## config.mk

```make
export PLATFORM = sky130hd
export DESIGN_NAME = regwb_arb
export DESIGN_NICKNAME = d
export VERILOG_FILES = /design/src/rtl/mips_pkg.sv /design/src/rtl/regwb_arb.sv
export SDC_FILE = /design/constraint.sdc
export NUM_CORES = 1
export LEC_CHECK = 0
export CORE_UTILIZATION = 35
export CTS_CLUSTER_DIAMETER = 50
export DETAILED_ROUTE_END_ITERATION = 6
export GPL_ROUTABILITY_DRIVEN = 1
export MAX_ROUTING_LAYER = met4
export PLACE_DENSITY = 0.77
export RECOVER_POWER = 50
export SYNTH_ARGS = -nofsm -noshare
export SYNTH_HDL_FRONTEND = slang
export SYNTH_SLANG_ARGS = --single-unit
```

## constraint.sdc

```tcl
create_clock -name clk -period 2.9 [get_ports clk]
set_input_delay 0.87 -clock clk [delete_from_list [all_inputs] [get_ports clk]]
set_output_delay 0.87 -clock clk [all_outputs]
set_load 0.005 [all_outputs]
```

## src/rtl/mips_pkg.sv

```systemverilog
// Shared MIPS datapath types used by the write-back arbiter.
package mips_pkg;

    typedef logic [4:0]  regaddr_t;
    typedef logic [31:0] word_t;

    localparam regaddr_t REG_ZERO = 5'd0;

    typedef enum logic {
        PRI_A,
        FORCE_B
    } wbarb_state_t;

endpackage

```

## src/rtl/regwb_arb.sv

```systemverilog
// Write-back arbiter: shares the register file write port between the in-order
// pipeline (A) and the multi-cycle unit (B), fixed A priority with starvation override.
module regwb_arb
    import mips_pkg::*;
#(
    parameter int unsigned STARVE_MAX = 3
) (
    input  logic        clk,
    input  logic        rst,
    input  logic        a_valid,
    output logic        a_ready,
    input  logic [4:0]  a_reg,
    input  logic [31:0] a_data,
    input  logic        b_valid,
    output logic        b_ready,
    input  logic [4:0]  b_reg,
    input  logic [31:0] b_data,
    output logic        regwrite,
    output logic [4:0]  wrreg,
    output logic [31:0] wrdata,
    output logic        starved
);

    localparam logic [3:0] STARVE_LIM = 4'(STARVE_MAX);

    wbarb_state_t state_q, state_d;
    logic [3:0]   cnt_q, cnt_d;
    logic         regwrite_q, regwrite_d;
    regaddr_t     wrreg_q, wrreg_d;
    word_t        wrdata_q, wrdata_d;
    logic         a_grant, b_grant;

    always_ff @(posedge clk) begin
        if (rst) begin
            state_q <= PRI_A;
        end else begin
            state_q <= state_d;
        end
    end

    always_ff @(posedge clk) begin
        if (rst) begin
            cnt_q      <= '0;
            regwrite_q <= 1'b0;
            wrreg_q    <= '0;
            wrdata_q   <= '0;
        end else begin
            cnt_q      <= cnt_d;
            regwrite_q <= regwrite_d;
            wrreg_q    <= wrreg_d;
            wrdata_q   <= wrdata_d;
        end
    end

    // Force B when this A grant brings the streak up to the limit, so B wins the very next cycle.
    always_comb begin
        state_d = state_q;
        cnt_d   = cnt_q;
        if (!b_valid || b_grant) begin
            cnt_d = '0;
        end else if (a_grant && cnt_q != 4'hF) begin
            cnt_d = cnt_q + 4'd1;
        end
        unique case (state_q)
            PRI_A:   if (b_valid && cnt_d == STARVE_LIM) state_d = FORCE_B;
            FORCE_B: if (b_grant || !b_valid)            state_d = PRI_A;
            default: state_d = PRI_A;
        endcase
    end

    // Same nonzero destination: B's result is older and must land first.
    always_comb begin
        a_grant = 1'b0;
        b_grant = 1'b0;
        if (!rst) begin
            unique case (state_q)
                PRI_A: begin
                    if (a_valid && b_valid && a_reg == b_reg && a_reg != REG_ZERO) b_grant = 1'b1;
                    else if (a_valid) a_grant = 1'b1;
                    else if (b_valid) b_grant = 1'b1;
                end
                FORCE_B: begin
                    if (b_valid)      b_grant = 1'b1;
                    else if (a_valid) a_grant = 1'b1;
                end
                default: ;
            endcase
        end
    end

    always_comb begin
        regwrite_d = 1'b0;
        wrreg_d    = wrreg_q;
        wrdata_d   = wrdata_q;
        if (a_grant && a_reg != REG_ZERO) begin
            regwrite_d = 1'b1;
            wrreg_d    = a_reg;
            wrdata_d   = a_data;
        end else if (b_grant && b_reg != REG_ZERO) begin
            regwrite_d = 1'b1;
            wrreg_d    = b_reg;
            wrdata_d   = b_data;
        end
    end

    assign a_ready  = a_grant;
    assign b_ready  = b_grant;
    assign starved  = (state_q == FORCE_B);
    assign regwrite = regwrite_q;
    assign wrreg    = wrreg_q;
    assign wrdata   = wrdata_q;

endmodule

```

Word level (Yosys, flattened, before mapping)
Index checks and enable logic that the tools add are counted.
{ "classes": {"n_eq_ne": 3, "n_bitwise": 1, "mux": 21, "reduce_logical": 12, "addsub": 1} }
{ "op_table": {"columns": ["cell", "count"], "rows": [
  ["$mux W32", 2],
  ["$mux W1", 12],
  ["$mux W5", 2],
  ["$reduce_bool A5 Y1", 2],
  ["$mux W4", 2],
  ["$logic_and A1 B1 Y1", 7],
  ["$pmux W1 S2", 3],
  ["$eq A5 B5 Y1", 1],
  ["$add A4 B1 Y4 const B", 1],
  ["$eq A4 B2 Y1 const B", 1],
  ["$ne A4 B4 Y1 const B", 1],
  ["$reduce_bool A2 Y1", 1],
  ["$logic_not A1 Y1", 1],
  ["$logic_or A1 B1 Y1", 1],
  ["$not A1 Y1", 1]
]} }
{ "totals": {"inputBits": 78, "elab_cells": 43, "ff_bits": 43, "out_inout_bits": 41} }

Longest topological paths before layout
{ "logic_depth": {"depth_word": 13, "ltp_mapped": 8, "ltp_nobuf": 5} }

Worst setup path after synthesis
Ideal clock, no wire load.
{ "synth_timing": {"kind": "input port to output port", "startpoint": "in a_reg[0]", "endpoint": "out b_ready", "slack_ns": -0.118, "n_path_buf": 2, "arrival_ns": 2.148, "cell_stages": 6, "required_time_ns": 2.030, "cell_sequence": "xnor2_1 -> nand4_1 -> o311ai_1 -> buf_2 -> buf_2 -> and2_1"} }
{ "synth_between": {"elab_chain_cells": 6, "word_cells_on_any_way": 7, "classes_between": "1 x eq/ne; 3 x mux; 3 x reduce/logical"} }
{ "synth_lines": {"columns": ["item", "line_no", "rtl"], "rows": [
  ["from (decl)", "regwb_arb.sv:12", "input logic [4:0] a_reg,"],
  ["$eq A5 B5 Y1", "regwb_arb.sv:78", "if (a_valid && b_valid && a_reg == b_reg && a_reg != REG_ZERO) b_grant = 1'b1;"],
  ["$logic_and A1 B1 Y1", "regwb_arb.sv:78", null],
  ["$logic_and A1 B1 Y1 *", "regwb_arb.sv:78", null],
  ["$mux W1 *", "regwb_arb.sv:78", null],
  ["$pmux W1 S2 *", "regwb_arb.sv:76", "unique case (state_q)"],
  ["$mux W1 *", "regwb_arb.sv:75", "if (!rst) begin"],
  ["to (decl)", "regwb_arb.sv:15", "output logic b_ready,"]
]} }
Every way passes the cells marked *; elsewhere a longest branch is shown, timed or not.

Final worst setup path
{ "layout_timing": {"startpoint": "in b_reg[3]", "endpoint": "out a_ready"} }
{ "layout_between": {"elab_chain_cells": 6} }
{ "layout_lines": {"columns": ["item", "line_no", "rtl"], "rows": [
  ["from (decl)", "regwb_arb.sv:16", "input logic [4:0] b_reg,"],
  ["$eq A5 B5 Y1", "regwb_arb.sv:78", null],
  ["$logic_and A1 B1 Y1 (2 in a row)", "regwb_arb.sv:78", null],
  ["$mux W1", "regwb_arb.sv:78", null],
  ["$pmux W1 S2", "regwb_arb.sv:76", null],
  ["$mux W1", "regwb_arb.sv:75", null],
  ["to (decl)", "regwb_arb.sv:11", "output logic a_ready,"]
]} }
No other way between the ends.

==> metrics.yaml <==
dp.cells: 460
skew_ps: 3.582
grt_pass1_vias: 2416
die_x_microns: 80.12
viasPerCell: 5.192
io_buffers: 118
instances_no_fill: 469
fp.dieArea_sq_mm: 0.006418
synth_cell_types: 39
grt_max_degree: 40
worst_setup_path_start_kind: "input port"
synthFlopType: "dfxtp_1"
rrSetupSlack_ps: 900
worst_ir_drop_vdd_mv: 0.2206
syn-mean-instance-area_sq_um: 8.183
maxCapViolations: 0
routabilityCongestion: 0.9146
synth_edf_count: 0
power_density_mw_per_mm2: 423.2
clkLatencyLatePin_ps: 290
diodes: 0
fillers: 511
drc: 0
end_kind: "primary output"
syn_area_sq_mm: 0.002136
max_freq_ghz: 0.3456
firstDrtPassIters: 4
antenna_found_initial: 0
worstPathArrival_ps: 2020
async_flop_share: 0
cts-htree-levels: 2
tightest_slew_ps: 412.3
fin_util: 0.6205
syn_to_final_growth_pct: 71.00
cts_tree: "yes"
syn_inst: 261
slew_headroom: 0.7208
core_area_sq_mm: 0.005886
dp_hpwl_microns: 4818
ios: 119
regArea_sq_um: 860.8
reg2regPathDepth: 5
cts-root-buf: "clkbuf_8"
hold_viol: 0
ys_seq_elements: 43
critical_path_required_ps: 2030
finalCritPeriodShare: 0.9978
yosys_warnings: 0
min_path_type: "reg2reg"
drive_gt1_frac: 0.1624
wl_microns: 6649
grt-ovfl-total: 0
finalMaxSlewViolations: 0
num_rows: 28
final_antenna_net_count: 0
power_uw: 1546
hold_depth: 2
clkTransAtPathRegs_ps: 80
power.leakage_uw: 0.001484
outcome: "complete, no violations"
synth_top_cell_by_area: "dfxtp_1"
cts_buffers: 5
period_needed_ps: 2894
synth_top_area_share: 0.4030
drt_iter0_markers: 102
cts_sinks: 43
via_count: 2435
yosysSeqAreaShare: 0.4030
setup_viol: 0
cts_buffer_depth: 2
final_net_count: 472
criticalPathCategory: "in2out"
synth_nets: 340
multi_input_area_sq_mm: 0.001175
cp_max_fo: 3
synth_area_leaders: "dfxtp_1, o311ai_1, nand2_1"
start_util: 0.3629
grt_util_all_layers: 0.2259
wl_per_cell_microns: 14.18
rsz0062_at_grt: "true"
tns_ps: 0
dieHeight_microns: 80.12
grt_pass1_wl_microns: 11030
-- layout by cell type (no fill, tap or decap), types with 2 or more instances in the layout --
cell type | netlist | final
a21oi_1 | 4 | 4
dlygate4sd3_1 | 0 | 39
o311ai_1 | 35 | 34
and2_4 | 0 | 2
nand3_1 | 35 | 35
mux2i_1 | 2 | 2
clkdlybuf4s50_1 | 0 | 64
inv_1 | 7 | 6
buf_4 | 0 | 29
buf_2 | 6 | 11
dfxtp_1 | 43 | 43
nor2_1 | 5 | 5
a21o_1 | 2 | 2
clkbuf_8 | 0 | 6
nand2b_1 | 2 | 2
nand2_1 | 68 | 68
xnor2_2 | 0 | 4
o221a_1 | 3 | 3
-- stage by stage --
step	hold WS, ps	instance area, sq um	setup slack [ps]
after floorplan	474.0	2170	1.248
after global placement	465.6	3548	-698.7
after detailed placement	474.8	3548	-729.6
after CTS	486.9	3660	-53.68
after global routing	500.7	3652	-19.34
final	479.4	3652	6.415
-- cell usage after synthesis (all sizes together) (3+ instances only) --
cell type / n
a21oi: 4
and2: 3
buf: 14
clkbuf: 10
dfxtp: 43
inv: 7
nand2: 68
nand3: 35
nor2: 5
o221a: 3
o311ai: 35
xnor2: 5
-- area by class of cell --
| cell class | count | area share |
|---|---|---|
| multi-input cells | 186 | 0.3217 |
| well taps | 75 | 0.02569 |
| repair buffers | 149 | 0.3765 |
| inverters | 8 | 0.008222 |
| clock buffers | 6 | 0.02261 |
| clock inverters | 2 | 0.009592 |
| flip-flops and latches | 43 | 0.2357 |
-- flip-flops by register name (all words and copies together) (netlist names) --
register / count
cnt_q: 4
regwrite: 1
starved: 1
wrdata: 32
wrreg: 5
-- worst max-delay path, stage by stage --
cell	delay, ps
buf_8	100
xor2_2	170
or4b_4	480
o31a_1	270
buf_2	130
-- metal layers --
| layer | global-route usage | share of wire |
|---|---|---|
| met3 | 0.05114 | 0.064 |
| met5 | - | 0 |
| met4 | 0.08214 | 0.017 |
| met1 | 0.2674 | 0.44 |
| met2 | 0.3752 | 0.48 |
-- cell families (layout without fill, tap and decap cells) --
group	after synthesis	after routing	synth area share
AND/OR/NAND/NOR	122	122	0.2572
AO/OA/AOI/OAI	55	55	0.2226
flip-flops	43	43	0.4030
buffers and inverters	32	165	0.07733
XOR/XNOR	6	6	0.02460
multiplexers	2	2	0.009374
adder cells (fa/ha/maj)	1	1	0.005857
-- power by group --
part           switching, uW  internal (uW)  total [uW]  leakage, uW
combinational            154            236         389      0.00107
clock                    209            279         488    0.0000612
sequential              24.0            644         668     0.000357
total                    386           1160        1550      0.00148
-- final timing paths --
path,from,to
worst max-delay path,b_reg[3],a_ready
worst max register to register,starved$_SDFF_PP0_,wrdata[24]$_SDFFE_PP0P_
worst min register to register,wrdata[14]$_SDFFE_PP0P_,wrdata[14]$_SDFFE_PP0P_
worst min-delay path,wrdata[14]$_SDFFE_PP0P_,wrdata[14]$_SDFFE_PP0P_
-- repair_timing --
action	in CTS	in global routing
setup endpoints to repair	22	2
pin swaps	9	2
buffers inserted	1	0
hold buffers	0	0
resized for setup	59	3
Power figures use the tool's default switching activity.
